$ cat src/rtl/i2c_master_ctrl.sv
// Single-byte I2C master: START, address+RW, ACK, one data byte, ACK/NACK, STOP.
// Optional slave clock stretching (SCL_I input) is enabled with `define I2C_CLK_STRETCH_EN.
`timescale 1ns/1ps
module i2c_master_ctrl #(
    parameter int DIV = 4
) (
    input  logic       CLK,
    input  logic       RST,
    input  logic       cmd_valid,
    output logic       cmd_ready,
    input  logic [6:0] cmd_addr,
    input  logic       cmd_rw,
    input  logic [7:0] cmd_wdata,
    output logic       busy,
    output logic       done,
    output logic       ack_err,
    output logic [7:0] rd_data,
    output logic       SCL_O,
    output logic       SDA_OE,
`ifdef I2C_CLK_STRETCH_EN
    input  logic       SCL_I,
`endif
    input  logic       SDA_I
);

    localparam int DW = (DIV > 2) ? $clog2(DIV) : 1;
    localparam logic [DW-1:0] DIV_LAST = DW'(DIV - 1);

    typedef enum logic [2:0] {
        IDLE, START, ADDR, ADDR_ACK, DATA, DATA_ACK, STOP
    } state_e;

    state_e        state_q, state_d;
    logic [1:0]    qtr_q, qtr_d;
    logic [2:0]    bit_q, bit_d;
    logic [DW-1:0] div_q, div_d;
    logic [7:0]    addr_rw_q, wdata_q, rx_q, rd_data_q;
    logic          rw_q, err_q, ack_err_q, done_q;
    logic          scl_q, scl_d, sda_oe_q, sda_oe_d;
    logic          accept, stretch, tick, sample, drive_low;

    assign accept = cmd_valid && (state_q == IDLE);

`ifdef I2C_CLK_STRETCH_EN
    // A slave holding SCL low in q1 freezes the divider on its last count.
    assign stretch = (state_q inside {ADDR, ADDR_ACK, DATA, DATA_ACK}) && (qtr_q == 2'd1)
                     && (div_q == DIV_LAST) && !SCL_I;
`else
    assign stretch = 1'b0;
`endif

    assign tick   = (state_q != IDLE) && (div_q == DIV_LAST) && !stretch;
    assign sample = tick && (qtr_q == 2'd2);

    always_comb begin
        // NOTE: every always_comb output gets a default first so no path infers a latch.
        div_d = div_q + DW'(1);
        if (state_q == IDLE || tick) begin
            div_d = '0;
        end else if (stretch) begin
            div_d = div_q;
        end
    end

    always_comb begin
        state_d = state_q;
        qtr_d   = qtr_q;
        bit_d   = bit_q;
        if (accept) begin
            state_d = START;
            qtr_d   = 2'd0;
            bit_d   = 3'd0;
        end else if (tick) begin
            qtr_d = qtr_q + 2'd1;
            if (qtr_q == 2'd3) begin
                bit_d = (state_q inside {ADDR, DATA}) ? bit_q + 3'd1 : 3'd0;
                case (state_q)
                    START:    state_d = ADDR;
                    ADDR:     if (bit_q == 3'd7) state_d = ADDR_ACK;
                    ADDR_ACK: state_d = err_q ? STOP : DATA;
                    DATA:     if (bit_q == 3'd7) state_d = DATA_ACK;
                    DATA_ACK: state_d = STOP;
                    default:  state_d = IDLE;
                endcase
            end
        end
    end

    // Bus levels are registered from the quarter being entered, so they switch on its first cycle.
    always_comb begin
        drive_low = 1'b0;
        if (state_d == ADDR) begin
            drive_low = !addr_rw_q[3'd7 - bit_d];
        end else if (state_d == DATA) begin
            drive_low = !rw_q && !wdata_q[3'd7 - bit_d];
        end
        scl_d    = 1'b1;
        sda_oe_d = 1'b0;
        case (state_d)
            START: begin
                scl_d    = (qtr_d != 2'd3);
                sda_oe_d = (qtr_d != 2'd0);
            end
            ADDR, DATA: begin
                scl_d    = (qtr_d inside {2'd1, 2'd2});
                sda_oe_d = drive_low;
            end
            ADDR_ACK, DATA_ACK: begin
                scl_d    = (qtr_d inside {2'd1, 2'd2});
                sda_oe_d = 1'b0;
            end
            STOP: begin
                scl_d    = (qtr_d != 2'd0);
                sda_oe_d = (qtr_d inside {2'd0, 2'd1});
            end
            default: begin
                scl_d    = 1'b1;
                sda_oe_d = 1'b0;
            end
        endcase
    end

    always_ff @(posedge CLK or posedge RST) begin
        if (RST) begin
            state_q   <= IDLE;
            qtr_q     <= 2'd0;
            bit_q     <= 3'd0;
            div_q     <= '0;
            addr_rw_q <= 8'h00;
            wdata_q   <= 8'h00;
            rx_q      <= 8'h00;
            rd_data_q <= 8'h00;
            rw_q      <= 1'b0;
            err_q     <= 1'b0;
            ack_err_q <= 1'b0;
            done_q    <= 1'b0;
            scl_q     <= 1'b1;
            sda_oe_q  <= 1'b0;
        end else begin
            // NOTE: sequential state uses non-blocking assignments so every register sees pre-edge values.
            state_q  <= state_d;
            qtr_q    <= qtr_d;
            bit_q    <= bit_d;
            div_q    <= div_d;
            scl_q    <= scl_d;
            sda_oe_q <= sda_oe_d;
            done_q   <= 1'b0;
            if (accept) begin
                addr_rw_q <= {cmd_addr, cmd_rw};
                rw_q      <= cmd_rw;
                wdata_q   <= cmd_wdata;
                err_q     <= 1'b0;
                ack_err_q <= 1'b0;
            end
            if (sample) begin
                case (state_q)
                    ADDR_ACK: if (SDA_I) err_q <= 1'b1;
                    DATA:     if (rw_q) rx_q <= {rx_q[6:0], SDA_I};
                    DATA_ACK: if (!rw_q && SDA_I) err_q <= 1'b1;
                    default:  ;
                endcase
            end
            if (tick && state_q == STOP && qtr_q == 2'd3) begin
                done_q    <= 1'b1;
                ack_err_q <= err_q;
                if (rw_q && !err_q) rd_data_q <= rx_q;
            end
        end
    end

    assign cmd_ready = (state_q == IDLE);
    assign busy      = (state_q != IDLE);
    assign done      = done_q;
    assign ack_err   = ack_err_q;
    assign rd_data   = rd_data_q;
    assign SCL_O     = scl_q;
    assign SDA_OE    = sda_oe_q;

endmodule

$ cat config.mk
export PLATFORM = sky130hd
export DESIGN_NAME = i2c_master_ctrl
export DESIGN_NICKNAME = d
export VERILOG_FILES = /design/src/rtl/i2c_master_ctrl.sv
export SDC_FILE = /design/constraint.sdc
export NUM_CORES = 1
export LEC_CHECK = 0
export CAP_MARGIN = 30
export CORE_ASPECT_RATIO = 0.75
export CORE_UTILIZATION = 57
export DETAILED_ROUTE_END_ITERATION = 10
export PLACE_DENSITY = 0.86
export SYNTH_ARGS = -nofsm -noshare
export SYNTH_HDL_FRONTEND = slang
export SYNTH_SLANG_ARGS = --single-unit
$ cat constraint.sdc
create_clock -name CLK -period 4.3 [get_ports CLK]
set_input_delay 0.645 -clock CLK [delete_from_list [all_inputs] [get_ports CLK]]
set_output_delay 0.645 -clock CLK [all_outputs]
set_load 0.005 [all_outputs]
== After elaboration in Yosys (flattened, before gate mapping) ==
Cells that the tools add are included.

* Output and inout bits: 14
* Input port bits: 20
* Register bits: 48
* Logic and storage cells: 93

* Add/subtract/negate cells: 4
* Eq/ne operators: 19
* Reduce and logical (&&, ||, !) cells: 25
* Magnitude comparators: 1
* Multiplexer cells: 30

{| class="wikitable"
|+ Operators by type and width
! operator !! number
|-
| 3-bit two-way mux || 9
|-
| 3-bit equality test (second input constant) || 7
|-
| 3-bit case mux with 5 select lines || 1
|-
| 3-bit by 2-bit equality test with 1-bit output (second input constant) || 4
|-
| 1-bit two-way mux || 11
|-
| 2-bit nonzero test || 5
|-
| 2-bit equality test (second input constant) || 4
|-
| 1-bit logical AND || 8
|-
| 2-bit two-way mux || 4
|-
| 1-bit binary-select mux with 3-bit select || 2
|-
| 3-bit by 1-bit equality test with 1-bit output (second input constant) || 2
|-
| 1-bit case mux with 3 select lines || 2
|-
| 2-bit by 1-bit adder with 2-bit output (second input constant) || 2
|-
| 1-bit zero test || 4
|-
| 3-bit by 4-bit less-than comparator with 1-bit output (second input constant) || 1
|-
| 4-bit OR reduction || 1
|-
| 3-bit by 1-bit adder with 3-bit output (second input constant) || 1
|-
| 3-bit zero test || 1
|-
| 3-bit AND reduction || 1
|-
| 3-bit nonzero test || 1
|-
| 3-bit subtractor (first input constant) || 1
|-
| 2-bit by 1-bit equality test with 1-bit output (second input constant) || 1
|-
| 2-bit zero test || 1
|-
| 2-bit inequality test (second input constant) || 1
|-
| other kinds (4) || 4
|}

== Longest topological paths before layout ==
* Depth in word-level cells: 14
* Gate-level depth with buffers: 12
* Mapped depth without buffers: 11

== Least setup slack after synthesis ==
No wires, ideal clock.

* Path kind: reg-to-reg
* From: register div_q[0]
* To: register sda_oe_q (netlist: SDA_OE)
* Setup time: 0.087 ns
* Setup slack: 1.918 ns
* Data arrival time: 2.296 ns
* Path buffers: 1
* Data required time: 4.213 ns
* Stages on the path, launching flop included: 10
* Clock period less this slack: 2.382 ns
* Cells stage by stage: dfrtp_1 -> ha_1 -> buf_4 -> and4b_1 -> a221o_2 -> a2111o_1 -> a311oi_1 -> o221ai_1 -> o211a_1 -> a211oi_2

* Elaborated cells on any way between the ends: 28
* Those cells by class: add/sub: 1; eq/ne: 6; mux: 13; reduce/logical: 8

{| class="wikitable"
|+ RTL lines
! what !! line !! source
|-
| from (decl) || 36 || <nowiki>logic [DW-1:0] div_q, div_d;</nowiki>
|-
| from (signal assigned) || 144 || <nowiki>div_q <= div_d;</nowiki>
|-
| 2-bit equality test (*) || 52 || <nowiki>assign tick = (state_q != IDLE) && (div_q == DIV_LAST) && !stretch;</nowiki>
|-
| 1-bit logical AND (*) || 52 ||
|-
| 3-bit two-way mux (*) || 73 || <nowiki>end else if (tick) begin</nowiki>
|-
| 3-bit two-way mux (*) || 69 || <nowiki>if (accept) begin</nowiki>
|-
| net state_d[1] || 33 || <nowiki>state_e state_q, state_d;</nowiki>
|-
| 3-bit equality test || 94, 99 ||
|-
| 1-bit two-way mux || 94 || <nowiki>end else if (state_d == DATA) begin</nowiki>
|-
| 1-bit two-way mux || 92 || <nowiki>if (state_d == ADDR) begin</nowiki>
|-
| 1-bit case mux with 3 select lines (*) || 99 || <nowiki>case (state_d)</nowiki>
|-
| net sda_oe_d || 39 || <nowiki>logic scl_q, scl_d, sda_oe_q, sda_oe_d;</nowiki>
|-
| to (signal assigned) || 146 || <nowiki>sda_oe_q <= sda_oe_d;</nowiki>
|-
| to (decl) || 39 ||
|}

Mark *: on every way through the listed nets, which the timed path passes. The rest lies on a longest branch. The select of a mux whose other input is x is not followed.
A chain may end at the register's enable or synchronous reset.

== Worst setup path in the final report ==
Ends and elaborated chain as after synthesis.

==> flow_metrics.env <==
export IMPL_cap_violations=0
export IMPL_yosys_warnings=0
export IMPL_vias_per_cell=5.53
export IMPL_cp_end_kind="register"
export IMPL_fin_ws_ns=1.48
export IMPL_synth_cell_types=47
export IMPL_place_ws_ns=1.21
export IMPL_synth_async_sr_flop_share=1.00
export IMPL_antennaDiodeCount=0
export IMPL_rows=19
export IMPL_p_sw_frac=0.349
export IMPL_drt_iter0_markers=96
export IMPL_clockRootBuffer="clkbuf_8"
export IMPL_numCtsBuffers=5
export IMPL_antenna_found_initial=0
export IMPL_drc=0
export IMPL_area_delta_synth_final_pct=22.3
export IMPL_cp_required_ns=4.52
export IMPL_post_cts_buffers=0
export IMPL_period_needed_ns=2.82
export IMPL_drt_wl_total_um=4400
export IMPL_postCtsHoldBufs=0
export IMPL_grt_use_total=0.239
export IMPL_gp_congestion=0.788
export IMPL_firstDrtPassIters=4
export IMPL_dpl_hpwl_um=3020
export IMPL_cts_sinks=47
export IMPL_fmax_mhz=355
export IMPL_ff2ff_setup_slack_ns=1.48
export IMPL_placed_area_um2=2630
export IMPL_finClkSkew_ns=0.00659
export IMPL_h_tree_depth=2
export IMPL_fp_dieH_um=56.6
export IMPL_clk_latency_ns=0.30
export IMPL_floorplan_initialDensity=0.607
export IMPL_fillers=279
export IMPL_seq_area_frac_synth=0.520
export IMPL_combPwrFrac=0.344
export IMPL_crit_slowest_cell="a221o_2"
export IMPL_path_clk_slew_ns=0.09
export IMPL_grt_ovfl_total=0
export IMPL_maxSlewHeadroom=0.496
export IMPL_startpoint_type="register"
export IMPL_timing_final_crit_share=0.655
export IMPL_first_global_vias=1623
export IMPL_cpPeakStageDelay_ns=0.52
export IMPL_critical_path_class="reg -> reg"
export IMPL_core_um2=3730
export IMPL_syn_inst=214
export IMPL_cts_resized=0
export IMPL_setup_tns_ns=0
export IMPL_power_leakage_nw=1.33
export IMPL_mostFrequentLayoutCells="nand2_1, dfrtp_1, clkdlybuf4s50_1, mux2_2, inv_1"
export IMPL_hold_violations=0
export IMPL_min_path_type="reg -> reg"
export IMPL_grt_max_degree=48
export IMPL_critPathArrivalTime_ns=3.04
export IMPL_final_nets=275
export IMPL_worst_pin_slew_ns=0.753
export IMPL_maxSlewViolCount=0
export IMPL_crit_path_max_fanout=10
export IMPL_power_frac_clock=0.234
export IMPL_syn_nets=242
export IMPL_power_per_cell_area_nw_per_um2=588
export IMPL_io_buffers=33
export IMPL_ir_drop_mv=0.360
export IMPL_clk_path_buf_depth=2
export IMPL_drive_gt1_frac=0.137
export IMPL_cts_tree="done"
export IMPL_worstPathCellList="ha_1, nand2_1, a221o_2, a2111o_1, a311oi_1, o221ai_1, o211a_1, a211oi_2"
export IMPL_finalSetupViolations=0
export IMPL_routedWlPerCell_um=14.7
export IMPL_p_sw_uw=568
export IMPL_synth_flop_cell="dfrtp_1"
export IMPL_ys_seq_elements=47
export IMPL_die_w_um=74.8
export IMPL_seq_power_share=0.423
export IMPL_synth_area_um2=2260
export IMPL_rsz0062_at_grt="false"
export IMPL_fin_area_um2=2770
export IMPL_io_pins=34
export IMPL_grt_pass1_wl_um=7620
export IMPL_postRouteAntennaNets=0
export IMPL_fp_dieArea_um2=4230
export IMPL_synth_area_per_cell_um2=10.6
export IMPL_synth_edf_count=0
export IMPL_vias=1658
export IMPL_outcome="completed"
export IMPL_p_int_mw=1.06
export IMPL_final_common_cell="nand2_1"
[layout make-up]
type / count / area (µm²) / area share
Sequential cell: 47 / 1180 / 0.425
Timing Repair Buffer: 35 / 345 / 0.125
Tap cell: 52 / 65.1 / 0.0235
Clock buffer: 5 / 68.8 / 0.0249
Clock inverter: 3 / 67.6 / 0.0244
Inverter: 11 / 41.3 / 0.0149
Multi-Input combinational cell: 147 / 1000 / 0.362
[power groups by stage]
stage	Combinational, mW	Sequential [mW]	Clock [mW]
4_1_cts	0.560	0.688	0.385
5_1_grt	0.621	0.709	0.403
3_3_place_gp	0.525	0.691	0
6_report	0.560	0.689	0.381
3_5_place_dp	0.543	0.696	0
2_1_floorplan	0.450	0.642	0
[registers in the layout (all words and copies together) (netlist names)]
name and count:
state_q 3, div_q 2, rd_data 8, ack_err 1
SDA_OE 1, rx_q 8, addr_rw_q 8, wdata_q 8
SCL_O 1, err_q 1, qtr_q 2, bit_q 3
done 1
[stage by stage]
step	total power, mW	instances	utilization	hold WS [ns]
after floorplan	1.09	214	-	0.415
after global routing	1.73	300	0.742	0.475
final	1.63	300	0.742	0.442
after CTS	1.63	300	0.742	0.446
after global placement	1.22	292	0.705	0.432
after detailed placement	1.24	292	0.705	0.431
[worst paths after layout]
path | from | cells after the start | to
max in group asynchronous | RST | 3 | div_q[1]
worst max-delay path | div_q[0] | 8 | SDA_OE
worst min-delay path | div_q[0] | 1 | div_q[0]
worst max register to register | div_q[0] | 8 | SDA_OE
min in group asynchronous | RST | 3 | rd_data[4]
worst min register to register | div_q[0] | 1 | div_q[0]
[cells by family (layout without fill, tap and decap cells)]
logic type / after synthesis / count (layout) / synth area share
AO/OA/AOI/OAI: 32 / 32 / 0.107
XOR/XNOR: 2 / 2 / 0.00774
adder cells (fa/ha/maj): 8 / 8 / 0.0442
buffers and inverters: 20 / 54 / 0.0409
flip-flops: 47 / 47 / 0.520
multiplexers: 20 / 20 / 0.0972
AND/OR/NAND/NOR: 85 / 85 / 0.183
[cell usage after synthesis, drive strengths merged (4+ instances only)]
cell	instances	area, µm²
nor2	5	18.8
inv	11	41.3
a21oi	7	35.0
clkbuf	4	15.0
dfrtp	46	1150
nor3	5	36.3
mux2i	4	40.0
nand2	55	206
buf	5	36.3
nor3b	4	30.0
ha	8	100
mux2	16	180
[per-layer routing]
layer | part of all wire | up-vias | global-route usage
li1 | - | 799 | -
met5 | 0 | - | 0
met4 | 0.0066 | 0 | 0.0485
met1 | 0.46 | 819 | 0.323
met3 | 0.030 | 5 | 0.0485
met2 | 0.51 | 35 | 0.398
[worst max-delay path: cells and delay by family (launching register included)]
kind | cells | cell delay, ns
AOI/OAI and AO/OA | 6 | 1.79
adders and majority gates | 1 | 0.35
DFF | 1 | 0.36
and+or+nand+nor | 1 | 0.24
No activity file was read; power rests on OpenSTA's default activity.
